==> src/rtl/flow_led_ctrl.sv <==
// Parametrised LED pattern engine: prescaled step strobe driving rotate-left,
// rotate-right, bounce and fill/drain patterns across LED_NUM outputs.
module flow_led_ctrl #(
    parameter int LED_NUM = 4,
    parameter int CNT_W   = 24
) (
    input  logic               clk,
    input  logic               rst,
    input  logic               en,
    input  logic [1:0]         mode,
    input  logic [CNT_W-1:0]   period,
    output logic [LED_NUM-1:0] led,
    output logic               step
);

    typedef enum logic [1:0] {
        MODE_ROTL   = 2'd0,
        MODE_ROTR   = 2'd1,
        MODE_BOUNCE = 2'd2,
        MODE_FILL   = 2'd3
    } mode_e;

    localparam logic [LED_NUM-1:0] LED_SEED = LED_NUM'(1);

    mode_e              mode_q, mode_d;
    logic [LED_NUM-1:0] led_q, led_d;
    logic               dir_q, dir_d;
    logic [CNT_W-1:0]   cnt_q, cnt_d;
    logic               step_q, step_d;

    logic               tick;
    logic [LED_NUM-1:0] shiftUp;
    logic [LED_NUM-1:0] shiftDown;
    logic [LED_NUM-1:0] rotUp;
    logic [LED_NUM-1:0] rotDown;

    always_ff @(posedge clk or posedge rst) begin
        if (rst) begin
            mode_q <= MODE_ROTL;
            led_q  <= LED_SEED;
            dir_q  <= 1'b0;
            cnt_q  <= '0;
            step_q <= 1'b0;
        end else begin
            mode_q <= mode_d;
            led_q  <= led_d;
            dir_q  <= dir_d;
            cnt_q  <= cnt_d;
            step_q <= step_d;
        end
    end

    assign tick      = en && (cnt_q >= period);
    assign shiftUp   = led_q << 1;
    assign shiftDown = led_q >> 1;
    assign rotUp     = {led_q[LED_NUM-2:0], led_q[LED_NUM-1]};
    assign rotDown   = {led_q[0], led_q[LED_NUM-1:1]};

    // A mode change reseeds everything and wins over a coincident tick, even with en low.
    always_comb begin
        mode_d = mode_q;
        led_d  = led_q;
        dir_d  = dir_q;
        cnt_d  = cnt_q;
        step_d = 1'b0;

        if (mode != mode_q) begin
            mode_d = mode_e'(mode);
            led_d  = LED_SEED;
            dir_d  = 1'b0;
            cnt_d  = '0;
        end else if (tick) begin
            cnt_d  = '0;
            step_d = 1'b1;
            case (mode_q)
                MODE_ROTL: led_d = rotUp;
                MODE_ROTR: led_d = rotDown;
                MODE_BOUNCE: begin
                    if (!dir_q && led_q[LED_NUM-1]) begin
                        dir_d = 1'b1;
                        led_d = shiftDown;
                    end else if (dir_q && led_q[0]) begin
                        dir_d = 1'b0;
                        led_d = shiftUp;
                    end else begin
                        led_d = dir_q ? shiftDown : shiftUp;
                    end
                end
                MODE_FILL: begin
                    if (!dir_q && (&led_q)) begin
                        dir_d = 1'b1;
                        led_d = shiftUp;
                    end else if (!dir_q) begin
                        led_d = shiftUp | LED_SEED;
                    end else if (led_q == '0) begin
                        dir_d = 1'b0;
                        led_d = LED_SEED;
                    end else begin
                        led_d = shiftUp;
                    end
                end
                default: led_d = led_q;
            endcase
        end else if (en) begin
            cnt_d = cnt_q + CNT_W'(1);
        end
    end

    assign led  = led_q;
    assign step = step_q;

endmodule

==> config.mk <==
export PLATFORM = sky130hd
export DESIGN_NAME = flow_led_ctrl
export DESIGN_NICKNAME = d
export VERILOG_FILES = /design/src/rtl/flow_led_ctrl.sv
export SDC_FILE = /design/constraint.sdc
export NUM_CORES = 1
export LEC_CHECK = 0
export BUFFER_PORTS_ARGS = -buffer_cell sky130_fd_sc_hd__buf_2
export CORE_MARGIN = 8
export CORE_UTILIZATION = 50
export CTS_BUF_LIST = sky130_fd_sc_hd__clkbuf_4
export CTS_CLUSTER_SIZE = 24
export DETAILED_ROUTE_END_ITERATION = 7
export PLACE_DENSITY = 0.74
export SLEW_MARGIN = 0
export SYNTH_ARGS = -nofsm -noshare
export SYNTH_HDL_FRONTEND = slang
export SYNTH_SLANG_ARGS = --single-unit
==> constraint.sdc <==
create_clock -name clk -period 1.96 [get_ports clk]
set_input_delay 0.294 -clock clk [delete_from_list [all_inputs] [get_ports clk]]
set_output_delay 0.294 -clock clk [all_outputs]
set_load 0.02 [all_outputs]
-- Word level (Yosys, flattened, before mapping)
Cells that the tools add are included.
- $lt $le $gt $ge: 1
- reduce and logical (&&, ||, !) cells: 12
- equality and inequality tests: 5
- mux-type cells: 22
- add/subtract/negate cells: 1
- operator list (cell ; number):
    24-bit 2-to-1 mux ; 3
    4-bit 2-to-1 mux ; 8
    24-bit by 1-bit adder with 24-bit output, second input constant ; 1
    24-bit >= comparator ; 1
    4-bit case mux with 4 select lines ; 1
    1-bit 2-to-1 mux ; 9
    3-bit nonzero test ; 2
    2-bit == test, second input constant ; 2
    1-bit logical AND ; 4
    4-bit zero test ; 1
    4-bit != test, second input constant ; 1
    4-bit AND reduction ; 1
    3-bit AND reduction ; 1
    2-bit by 1-bit == test with 1-bit output, second input constant ; 1
    2-bit zero test ; 1
    2-bit != test ; 1
    1-bit case mux with 2 select lines ; 1
    2-bit nonzero test ; 1
    1-bit zero test ; 1
- word-level logic and storage cells: 46
- register bits after elaboration: 32
- output and inout bits: 5

-- Depth between registers and ports, before layout
- word-level depth: 7
- gate-level depth with buffers: 10
- gate-level depth less buffers: 8

-- Worst setup path before layout
OpenSTA, ideal clock, no wires.
- kind: reg2reg
- start: register cnt_q[21]
- end: register cnt_q[7]
- path slack: -147 ps
- stages on the path, launching flop included: 9
- setup time: 130 ps
- arrival time: 1977 ps
- path buffers: 1
- cell sequence: dfrtp_1 -> ha_1 -> nand4_1 -> nor4_1 -> nand3_1 -> o22a_2 -> nand3_1 -> buf_2 -> o22ai_1
- longest elaborated chain between the ends: 4
- elaborated cells between the ends (all ways): 5
- ends and longest elaborated chain (item ; line ; text):
    from (decl) ; 28 ; logic [CNT_W-1:0] cnt_q, cnt_d;
    from (signal assigned) ; 48 ; cnt_q <= cnt_d;
    24-bit >= comparator * ; 53 ; assign tick = en && (cnt_q >= period);
    1-bit logical AND * ; 53 ;
    24-bit 2-to-1 mux ; 72 ; end else if (tick) begin
    24-bit 2-to-1 mux ; 67 ; if (mode != mode_q) begin
Every way passes the cells marked *; elsewhere a longest branch is shown, timed or not.
A chain may end at the register's enable or synchronous reset.

-- Final worst setup path
- start: register cnt_q[22]
- end: register cnt_q[5]
Same word-level chain as after synthesis.

==> results.cfg <==
[status]
outcome = finished with violations
failed_checks = setup timing

[power_and_ir_drop]
p_comb_share_pct = 19.7
p_clk_share_pct = 29.0
p_leak_nw = 1.617
seqPwrFrac_pct = 51.3
intPower_mw = 0.9055
ir_drop_mv = 0.3601
design_power_total_mw = 1.300
pwr_density_cell_nw_per_um2 = 381.7
power.switching_mw = 0.3946
swShare_pct = 30.35

[cts]
ctsHoldBuffers = 0
root_buffer = clkbuf_4
cts.clk_slew.worst_paths_ns = 0.13
clk_path_buf_depth = 2
cts_tree = yes
clkSinkCount = 32
htree_num_levels = 2
cts_buffers = 5
clk_latency_ns = 0.35

[critical_path]
critical-path-max-stage-delay_ns = 0.42
rr_startpoint = cnt_q[22]
crit_path_start = cnt_q[22]
r2r_setup_slack_ns = -0.16
cp_num_buf_inv = 1
criticalPathCategory = flip-flop to flip-flop
path_cells = ha_4 -> nand4_1 -> nor4_4 -> nand3_2 -> o22a_4 -> buf_6 -> a32oi_1 -> o21ai_1
worstPathRequired_ns = 2.18
cp_data_arrival_time_ns = 2.33
crit_fanout = 3
path_delay_family = simple AND/OR/NAND/NOR gates
crit_slowest_cell = dfrtp_1
endpoint_kind = flip-flop
crit_path_start_kind = flip-flop

[synth]
synth_cell_types = 53
async_reset_ff_share_pct = 100.0
synth_ff_type = dfrtp_1
synth-seq-cells = 32
yosysWarnings = 0
ys_seq_area_share_pct = 32.42
synthesis.area_um2 = 2474
synth.avg_cell_area_um2 = 8.471
synth.net_count = 346
synth-edff-count = 0
syn_inst = 292

[sta]
clock.fmax_mhz = 472.0
period_share_pct = 108.1
hold_violations = 0
worst_pin_slew_ns = 0.4913
period_needed_ns = 2.119
setup_viol = 28
rsz0062_at_grt = true
drv_slew = 0
finClkSkew_ns = 0.02407
maxSlewHeadroom_pct = 67.07
fin_ws_ns = -0.1587

[finish]
final_core_util_pct = 71.63
area_delta_synth_final_pct = 37.68
nFillCells = 363
drive_gt1_share_pct = 38.71
fin_cells = 439
final_cell_mix = buf_4 (43), buf_2 (33), inv_1 (31), dfrtp_1 (31), nand2_1 (26)
diodes = 0
layout_commonest_cell = buf_4
nNetsFinal = 425

[detailed_routing]
wl_um = 6533
avgRoutedWirePerCell_um = 14.88
post_drt_via_cell_ratio = 5.565
ant_nets = 0
first_pass_iters = 4
vias = 2443
drc = 0
drt_iter0_markers = 105

[floorplan]
rows = 25
io_pins = 34
die_h_um = 86.34
dieArea_um2 = 7454
die_x_um = 86.34
core_region_area_um2 = 4755
start_util_pct = 52.03

[global_routing]
grt_remaining_overflow = 0
grt_start_max_net_pins = 33
grt_pass1_wl_um = 10830
grt_pass1_vias = 2470
antenna_found_initial = 0
grt_util_all_layers_pct = 17.82

[hold_path]
hp-class = input pin to asynchronous set/reset pin

[place]
dp_cells = 422
io_buffers = 33
dp_hpwl_um = 4540
gp_congestion = 0.8537

[flow_run]
cap_violations = 0
Yosys cell counts, types with 2 or more instances:
master / count / area share (%)
buf_2: 3 / 0.61
nor2_2: 4 / 1.0
nand3_1: 15 / 3.0
inv_1: 31 / 4.7
clkbuf_1: 7 / 1.1
nor4_1: 2 / 0.51
a21oi_1: 30 / 6.1
nor2b_1: 7 / 1.8
nand2_1: 27 / 4.1
a21oi_2: 4 / 1.4
o211ai_1: 3 / 0.91
xor2_1: 11 / 3.9
or3_1: 3 / 0.76
mux2i_1: 5 / 2.0
o41ai_1: 2 / 0.71
nand3b_1: 2 / 0.61
a32oi_1: 2 / 0.71
o21ai_0: 9 / 1.8
nor3_1: 6 / 1.2
and3_1: 5 / 1.3
a21o_1: 4 / 1.2
dfrtp_1: 31 / 31
nand4_1: 8 / 2.0
ha_1: 25 / 13
xnor2_1: 6 / 2.1
nor2_1: 13 / 2.0
what timing repair did:
action	4_1_cts	5_1_grt
setup endpoints to repair	30	30
pin swaps	18	9
resized for setup	32	7
buffers inserted	6	2
cloned	1	0
worst paths after layout:
path,end,cells past startpoint
setup / recovery,cnt_q[5],8
hold / removal,cnt_q[4],3
setup reg to reg,cnt_q[5],8
hold reg to reg,led[0],2
max in group asynchronous,led[0],3
min in group clk,mode_q[0],1
stage by stage:
step / hold WS (ns) / setup slack, ns / cell area [um^2] / setup TNS [ns]
floorplan: 0.3916 / -0.04753 / 2546 / -0.6434
global placement: 0.4035 / -0.1761 / 3054 / -4.099
detailed placement: 0.4113 / -0.2571 / 3054 / -5.850
CTS: 0.03425 / -0.1420 / 3343 / -2.178
global route: 0.04053 / -0.2963 / 3406 / -6.587
finish: 0.02123 / -0.1587 / 3406 / -2.578
power by group through the flow:
stage | registers [mW] | logic (mW) | clock network (mW)
after floorplan | 0.680 | 0.132 | 0
after global placement | 0.679 | 0.207 | 0
after detailed placement | 0.679 | 0.212 | 0
after CTS | 0.667 | 0.249 | 0.384
after global routing | 0.667 | 0.284 | 0.415
final | 0.667 | 0.256 | 0.377
metal layers:
metal  routed length, um  GRT usage (%)  vias up
met4                 108          6.886        0
li1                    -              -     1198
met1                2690          19.48     1164
met3                 340          4.348       12
met5                   0              0        -
met2                3394          32.15       69
state kept, by name (all words and copies together), names as in the netlist:
register and cells:
step 1, mode_q 2, cnt_q 24, dir_q 1, led 4
final cells by class:
class	instances	area [um^2]	share of cell area, %
Sequential cell	32	802.0	23.55
Clock inverter	3	13.76	0.4041
Clock buffer	5	37.54	1.102
Inverter	31	116.4	3.417
Timing Repair Buffer	83	591.8	17.38
Tap cell	67	83.83	2.461
Multi-Input combinational cell	218	1760	51.69
kinds of logic after synthesis:
family,count (synthesis),synth area share [%]
xor+xnor,17,6.019
mux,6,2.479
fa+ha+maj,25,12.65
buf+inv,42,6.828
flops,32,32.42
compound gates,70,18.51
simple gates,100,21.09
tightest hold or removal path, cell delays in order:
cell,delay [ns]
buf_2,0.10
inv_1,0.04
buf_4,0.37
Power figures use the tool's default switching activity.
